## src/rtl/btn_pkg.sv

```systemverilog
// Shared types and default layout for the on-screen button click detector.
package btn_pkg;

  localparam int BTN_COORD_W = 12;

  // Inclusive rectangle, x0 in the most significant field.
  typedef struct packed {
    logic [BTN_COORD_W-1:0] x0;
    logic [BTN_COORD_W-1:0] y0;
    logic [BTN_COORD_W-1:0] x1;
    logic [BTN_COORD_W-1:0] y1;
  } rect_t;

  typedef enum logic [1:0] {IDLE, ARMED, IGNORE, COOLDOWN} click_state_t;

  // Deal/hit/stand layout carried over from the fixed three-button detector.
  localparam rect_t DEAL_RECT  = '{x0: 12'd100, y0: 12'd500, x1: 12'd200, y1: 12'd540};
  localparam rect_t HIT_RECT   = '{x0: 12'd250, y0: 12'd500, x1: 12'd350, y1: 12'd540};
  localparam rect_t STAND_RECT = '{x0: 12'd400, y0: 12'd500, x1: 12'd500, y1: 12'd540};
  localparam logic [3*$bits(rect_t)-1:0] DEFAULT_RECTS = {STAND_RECT, HIT_RECT, DEAL_RECT};

  function automatic int max_int(input int a, input int b);
    return (a > b) ? a : b;
  endfunction

endpackage

```

## src/rtl/btn_rect_hit.sv

```systemverilog
// Inclusive rectangle hit test gated by the button enable (combinational).
// An inverted rectangle (x0>x1 or y0>y1) can never satisfy both bounds.
module btn_rect_hit
  import btn_pkg::*;
#(
  parameter int COORD_W = 12
) (
  input  logic [COORD_W-1:0]   x,
  input  logic [COORD_W-1:0]   y,
  input  logic [4*COORD_W-1:0] rect,
  input  logic                 en,
  output logic                 hit
);

  logic [COORD_W-1:0] x0, y0, x1, y1;

  assign x0 = rect[4*COORD_W-1:3*COORD_W];
  assign y0 = rect[3*COORD_W-1:2*COORD_W];
  assign x1 = rect[2*COORD_W-1:COORD_W];
  assign y1 = rect[COORD_W-1:0];

  assign hit = en && (x >= x0) && (x <= x1) && (y >= y0) && (y <= y1);

endmodule

```

## src/rtl/button_click_ctrl.sv

```systemverilog
// Registered click detector for N rectangular buttons.
// Optional feature macro: BTN_AUTOREPEAT_EN (repeat clicks while held on a button).
module button_click_ctrl
  import btn_pkg::*;
#(
  parameter int N_BTN          = 3,
  parameter int COORD_W        = 12,
  parameter int HOLDOFF_CYCLES = 16,
  parameter int REPEAT_CYCLES  = 1024
) (
  input  logic                       clk,
  input  logic                       rst,
  input  logic [COORD_W-1:0]         mouse_x,
  input  logic [COORD_W-1:0]         mouse_y,
  input  logic                       left_mouse,
  input  logic [N_BTN-1:0]           btn_enable,
  input  logic [N_BTN*4*COORD_W-1:0] btn_rect,
  output logic [N_BTN-1:0]           click,
  output logic [N_BTN-1:0]           hover,
  output logic [N_BTN-1:0]           pressed,
  output logic                       busy
);

  localparam int IDX_W = (N_BTN > 1) ? $clog2(N_BTN) : 1;
  localparam int CNT_W = $clog2(max_int(HOLDOFF_CYCLES, REPEAT_CYCLES) + 1);

  logic [COORD_W-1:0]         x_s1, y_s1;
  logic                       left_s1, v_s1;
  logic [N_BTN-1:0]           en_s1;
  logic [N_BTN*4*COORD_W-1:0] rect_s1;

  logic [N_BTN-1:0] hit_c;
  logic [N_BTN-1:0] en_s2;
  logic             left_s2, left_prev, v_s2;

  logic [IDX_W-1:0] hit_idx, idx;
  logic             press_rise;
  logic             arm_ok;
  logic [CNT_W-1:0] cnt;
  click_state_t     state;
`ifdef BTN_AUTOREPEAT_EN
  logic             fired;
`endif

  // S1: capture all inputs on the clock edge
  always_ff @(posedge clk or posedge rst) begin
    if (rst) begin
      x_s1    <= '0;
      y_s1    <= '0;
      left_s1 <= 1'b0;
      en_s1   <= '0;
      rect_s1 <= '0;
      v_s1    <= 1'b0;
    end else begin
      x_s1    <= mouse_x;
      y_s1    <= mouse_y;
      left_s1 <= left_mouse;
      en_s1   <= btn_enable;
      rect_s1 <= btn_rect;
      v_s1    <= 1'b1;
    end
  end

  for (genvar i = 0; i < N_BTN; i++) begin : g_hit
    btn_rect_hit #(.COORD_W(COORD_W)) u_hit (
      .x    (x_s1),
      .y    (y_s1),
      .rect (rect_s1[i*4*COORD_W +: 4*COORD_W]),
      .en   (en_s1[i]),
      .hit  (hit_c[i])
    );
  end

  // S2: register hit vector and delay left button to match
  always_ff @(posedge clk or posedge rst) begin
    if (rst) begin
      hover     <= '0;
      en_s2     <= '0;
      left_s2   <= 1'b0;
      left_prev <= 1'b0;
      v_s2      <= 1'b0;
    end else begin
      hover     <= hit_c;
      en_s2     <= en_s1;
      left_s2   <= left_s1;
      left_prev <= left_s2;
      v_s2      <= v_s1;
    end
  end

  // Lowest-index hit wins when rectangles overlap
  always_comb begin
    hit_idx = '0;
    for (int i = N_BTN - 1; i >= 0; i--) begin
      if (hover[i]) hit_idx = IDX_W'(i);
    end
  end

  // arm_ok blocks a false rising edge when reset releases with the button still held
  assign press_rise = arm_ok && left_s2 && !left_prev;

  // Click state machine with registered outputs
  always_ff @(posedge clk or posedge rst) begin
    if (rst) begin
      state   <= IDLE;
      idx     <= '0;
      cnt     <= '0;
      arm_ok  <= 1'b0;
      click   <= '0;
      pressed <= '0;
      busy    <= 1'b0;
`ifdef BTN_AUTOREPEAT_EN
      fired   <= 1'b0;
`endif
    end else begin
      click <= '0;
      if (v_s2 && !left_s2) arm_ok <= 1'b1;
      case (state)
        IDLE: begin
          if (press_rise) begin
            busy <= 1'b1;
            if (|hover) begin
              state   <= ARMED;
              idx     <= hit_idx;
              pressed <= N_BTN'(1) << hit_idx;
`ifdef BTN_AUTOREPEAT_EN
              cnt     <= CNT_W'(1);
              fired   <= 1'b0;
`endif
            end else begin
              state <= IGNORE;
            end
          end
        end
        ARMED: begin
          if (!left_s2) begin
            pressed <= '0;
`ifdef BTN_AUTOREPEAT_EN
            if (fired) begin
              state <= COOLDOWN;
              cnt   <= CNT_W'(HOLDOFF_CYCLES - 1);
            end else
`endif
            if (hover[idx]) begin
              click <= N_BTN'(1) << idx;
              state <= COOLDOWN;
              cnt   <= CNT_W'(HOLDOFF_CYCLES - 1);
            end else begin
              state <= IDLE;
              busy  <= 1'b0;
            end
          end else if (!en_s2[idx]) begin
            pressed <= '0;
            state   <= IDLE;
            busy    <= 1'b0;
          end
`ifdef BTN_AUTOREPEAT_EN
          else if (hover[idx]) begin
            if (cnt >= CNT_W'(REPEAT_CYCLES - 1)) begin
              click <= N_BTN'(1) << idx;
              cnt   <= '0;
              fired <= 1'b1;
            end else begin
              cnt <= cnt + 1'b1;
            end
          end else begin
            cnt <= '0;
          end
`endif
        end
        IGNORE: begin
          if (!left_s2) begin
            state <= IDLE;
            busy  <= 1'b0;
          end
        end
        COOLDOWN: begin
          if (cnt == '0) begin
            state <= IDLE;
            busy  <= 1'b0;
          end else begin
            cnt <= cnt - 1'b1;
          end
        end
        default: begin
          state <= IDLE;
          busy  <= 1'b0;
        end
      endcase
    end
  end

endmodule

```

## config.mk

```make
export PLATFORM = sky130hd
export DESIGN_NAME = button_click_ctrl
export DESIGN_NICKNAME = d
export VERILOG_FILES = /design/src/rtl/btn_pkg.sv /design/src/rtl/btn_rect_hit.sv /design/src/rtl/button_click_ctrl.sv
export SDC_FILE = /design/constraint.sdc
export NUM_CORES = 1
export LEC_CHECK = 0
export BUFFER_PORTS_ARGS = -buffer_cell sky130_fd_sc_hd__buf_2
export CORE_UTILIZATION = 55
export DETAILED_ROUTE_END_ITERATION = 12
export MAX_ROUTING_LAYER = met4
export PLACE_DENSITY = 0.8
export SYNTH_ARGS = -nofsm -noshare
export SYNTH_HDL_FRONTEND = slang
export SYNTH_SLANG_ARGS = --single-unit
export TNS_END_PERCENT = 30
```

## constraint.sdc

```tcl
create_clock -name clk -period 8.5 [get_ports clk]
set_input_delay 1.7 -clock clk [delete_from_list [all_inputs] [get_ports clk]]
set_output_delay 1.7 -clock clk [all_outputs]
set_load 0.01 [all_outputs]
```

==> flow_metrics.py <==
metrics = {
    "run_status": {
        "status": "complete, no violations",
    },
    "job": {
        "cap_violations": 0,
    },
    "logic_synthesis": {
        "synthFlopType": "dfrtp_1",
        "syn_nets": 1099,
        "mappedNetlistArea_sq_um": 9200,
        "yosysSeqAreaShare_pct": 55.7,
        "async_reset_ff_share_pct": 100,
        "ys_ff_latch": 205,
        "synth_cell_types": 52,
        "avgSynthCellArea_sq_um": 11.8,
        "yosysWarningCount": 0,
        "synthCells": 780,
        "synth_edf_count": 0,
    },
    "sta": {
        "layout_worst_path_cycle_share_pct": 34.9,
        "slew_headroom_pct": 32.3,
        "fin_crit_ps": 2970,
        "max_clock_freq_mhz": 337,
        "worst_pin_slew_ps": 1010,
        "skew_ps": 7.29,
        "rsz0062_at_grt": "no",
        "slew_viol_final": 0,
        "setup_viol_count_final": 0,
        "fin_setup_tns_ps": 0,
        "finalHoldViolCount": 0,
    },
    "floorplanning": {
        "fp.dieW_um": 131,
        "coreArea_sq_um": 16100,
        "io_pins": 184,
        "die-area_sq_um": 17300,
        "fp-row-count": 46,
        "start_util_pct": 57.1,
        "die_h_um": 131,
    },
    "setup_path": {
        "cp.required_ps": 8970,
        "cp_max_fo": 122,
        "critPathLaunch": "rst",
        "crit_path_end": "pressed[1]$_DFFE_PP0P_",
        "start_kind": "input port",
        "critPathArrivalTime_ps": 3430,
        "r2r_slack_ps": 6180,
        "rr_endpoint": "hover[0]$_DFF_PP0_",
        "r2r_start": "y_s1[1]$_DFF_PP0_",
        "critical_path_class": "input port to async pin",
        "rr_worst_depth": 7,
        "critPathCaptureType": "async pin",
    },
    "pwr": {
        "p_leak_uw": 0.00598,
        "power_density_nw_per_um2": 206,
        "vdd_drop_max_uv": 154,
    },
    "clock_network": {
        "cts_root_buf": "clkbuf_16",
        "cts-hold-fix-buffers": 0,
        "cts_tree": "done",
        "clk_latency_ps": 490,
        "ctsResizeCount": 0,
        "cts.sinks": 205,
        "cts_setup_buffers": 0,
        "clk_pin_slew_ps": 50,
        "clockBufferDepth": 3,
        "cts_buffers": 22,
        "h-tree-depth": 1,
    },
    "placement": {
        "gp_congestion": 0.894,
        "placed_area_sq_um": 10400,
        "io_buffers": 183,
        "dpl.hpwl_um": 14300,
    },
    "global_routing": {
        "grt_pass1_wl_um": 31800,
        "grt_pass1_vias": 6522,
        "track_usage_pct": 24.4,
        "overflow": 0,
        "grt_antenna_before_repair": 1,
        "grt_max_degree": 123,
    },
    "route": {
        "wl_per_cell_um": 16.1,
        "vias": 6357,
        "antenna_left": 0,
        "drc_errors": 0,
        "wl_um": 19500,
        "drt-pass1-iter-count": 4,
        "via_per_inst": 5.24,
        "drt_iter0_drc": 229,
    },
    "final_layout": {
        "nets": 1303,
        "layout_common_cells": "dfrtp_1, buf_2, ha_1",
        "syn2layout_area_growth_pct": 20.9,
        "fillCellCount": 1180,
        "stdcell_area_sq_um": 11100,
        "register_area_sq_um": 5130,
        "final_layout_size_suffix_gt1_share_pct": 22.7,
        "multiInputGateArea_sq_um": 3520,
        "layout_commonest_cell": "dfrtp_1",
    },
    "hold_path": {
        "hold_class": "register to register",
    },
}
## cell usage after synthesis, types with 2 or more instances
cell type  instances  share of area (%)
dfrtp_1          205                 56
ha_1             145                 20
inv_1            142                5.8
a21oi_1           56                3.0
nor2_1            25                1.0
nand2_1           24               0.98
nand4_1           23                1.6
nor3_1            19                1.0
a21o_1            16                1.3
nand3_1           16               0.87
o21ai_0           15               0.82
a211oi_1          10               0.82
a2111oi_0          7               0.67
nor2b_1            7               0.48
o211ai_1           7               0.57
o31ai_1            5               0.41
and4_1             4               0.38
nand2b_1           4               0.27
xnor2_1            4               0.38
and3_1             3               0.20
buf_2              3               0.16
a211o_1            2               0.19
a31oi_1            2               0.14
a32o_1             2               0.22
mux2i_1            2               0.22
nand3b_1           2               0.16
o21a_1             2               0.16
o2bb2ai_1          2               0.19
or3_1              2               0.14
xor2_1             2               0.19
## cell type report
cell class / instances / area share [%]
clock buffer: 28 / 5.70
tap: 216 / 2.43
inverter: 142 / 4.86
multi-input combinational: 429 / 31.7
timing repair buffer: 184 / 8.30
clock inverter: 8 / 0.900
sequential: 205 / 46.1
antenna: 1 / 0.0225
## sequential cells by signal, summed over array words and instances, names as in the netlist
name       cells
busy           1
rect_s1      144
cnt           11
hover          3
pressed        3
click          3
v_s1           1
idx            2
state          2
v_s2           1
x_s1          12
left_s2        1
left_prev      1
en_s2          3
en_s1          3
left_s1        1
y_s1          12
arm_ok         1
## report_power, final
part	leakage, uW	switching (uW)	internal (uW)
clock	0.000362	367	585
sequential	0.00243	43.5	1030
combinational	0.00319	143	120
## worst min path at each step
stage                            startpoint                 to  slack [ps]  depth (start not counted)
final                     left_s1$_DFF_PP0_  left_s2$_DFF_PP0_         350                          0
after global routing      left_s1$_DFF_PP0_  left_s2$_DFF_PP0_         360                          0
after CTS                 left_s1$_DFF_PP0_  left_s2$_DFF_PP0_         350                          0
after detailed placement  left_s1$_DFF_PP0_  left_s2$_DFF_PP0_         340                          0
after global placement       v_s1$_DFF_PP0_     v_s2$_DFF_PP0_         330                          0
after floorplan           left_s1$_DFF_PP0_  left_s2$_DFF_PP0_         330                          0
## logic make-up after synthesis
group | Yosys count | share of synthesized area, %
AOI/OAI and AO/OA | 138 | 9.82
DFF | 205 | 55.7
buffers and inverters | 146 | 6.00
adders and majority gates | 145 | 19.7
and+or+nand+nor | 137 | 7.91
xor gates and xnor gates | 6 | 0.571
other | 1 | 0.0407
muxes | 2 | 0.218
## stage by stage
| step | cells | power, uW | hold WS (ps) | worst slack, ps | util (%) |
|---|---|---|---|---|---|
| 2_1_floorplan | 780 | 1250 | 331 | 1200 | - |
| 3_3_place_gp | 1176 | 1340 | 333 | 4990 | 64.4 |
| 3_5_place_dp | 1176 | 1350 | 337 | 4980 | 64.4 |
| 4_1_cts | 1212 | 2320 | 350 | 5500 | 69.0 |
| 5_1_grt | 1213 | 2400 | 356 | 5220 | 69.0 |
| 6_report | 1213 | 2290 | 345 | 5530 | 69.0 |
## layer usage
metal | up-vias | routed length [um] | GRT usage, %
met5 | - | 0 | -
met1 | 3010 | 8600 | 31.4
li1 | 3094 | - | -
met4 | 0 | 726 | 9.11
met2 | 194 | 9140 | 38.7
met3 | 59 | 1010 | 4.75
## worst max-delay path, stage by stage
cell   delay (ps)
buf_2         130
inv_8         510
buf_4         930
Note: power is estimated with default switching activity, not from simulation.
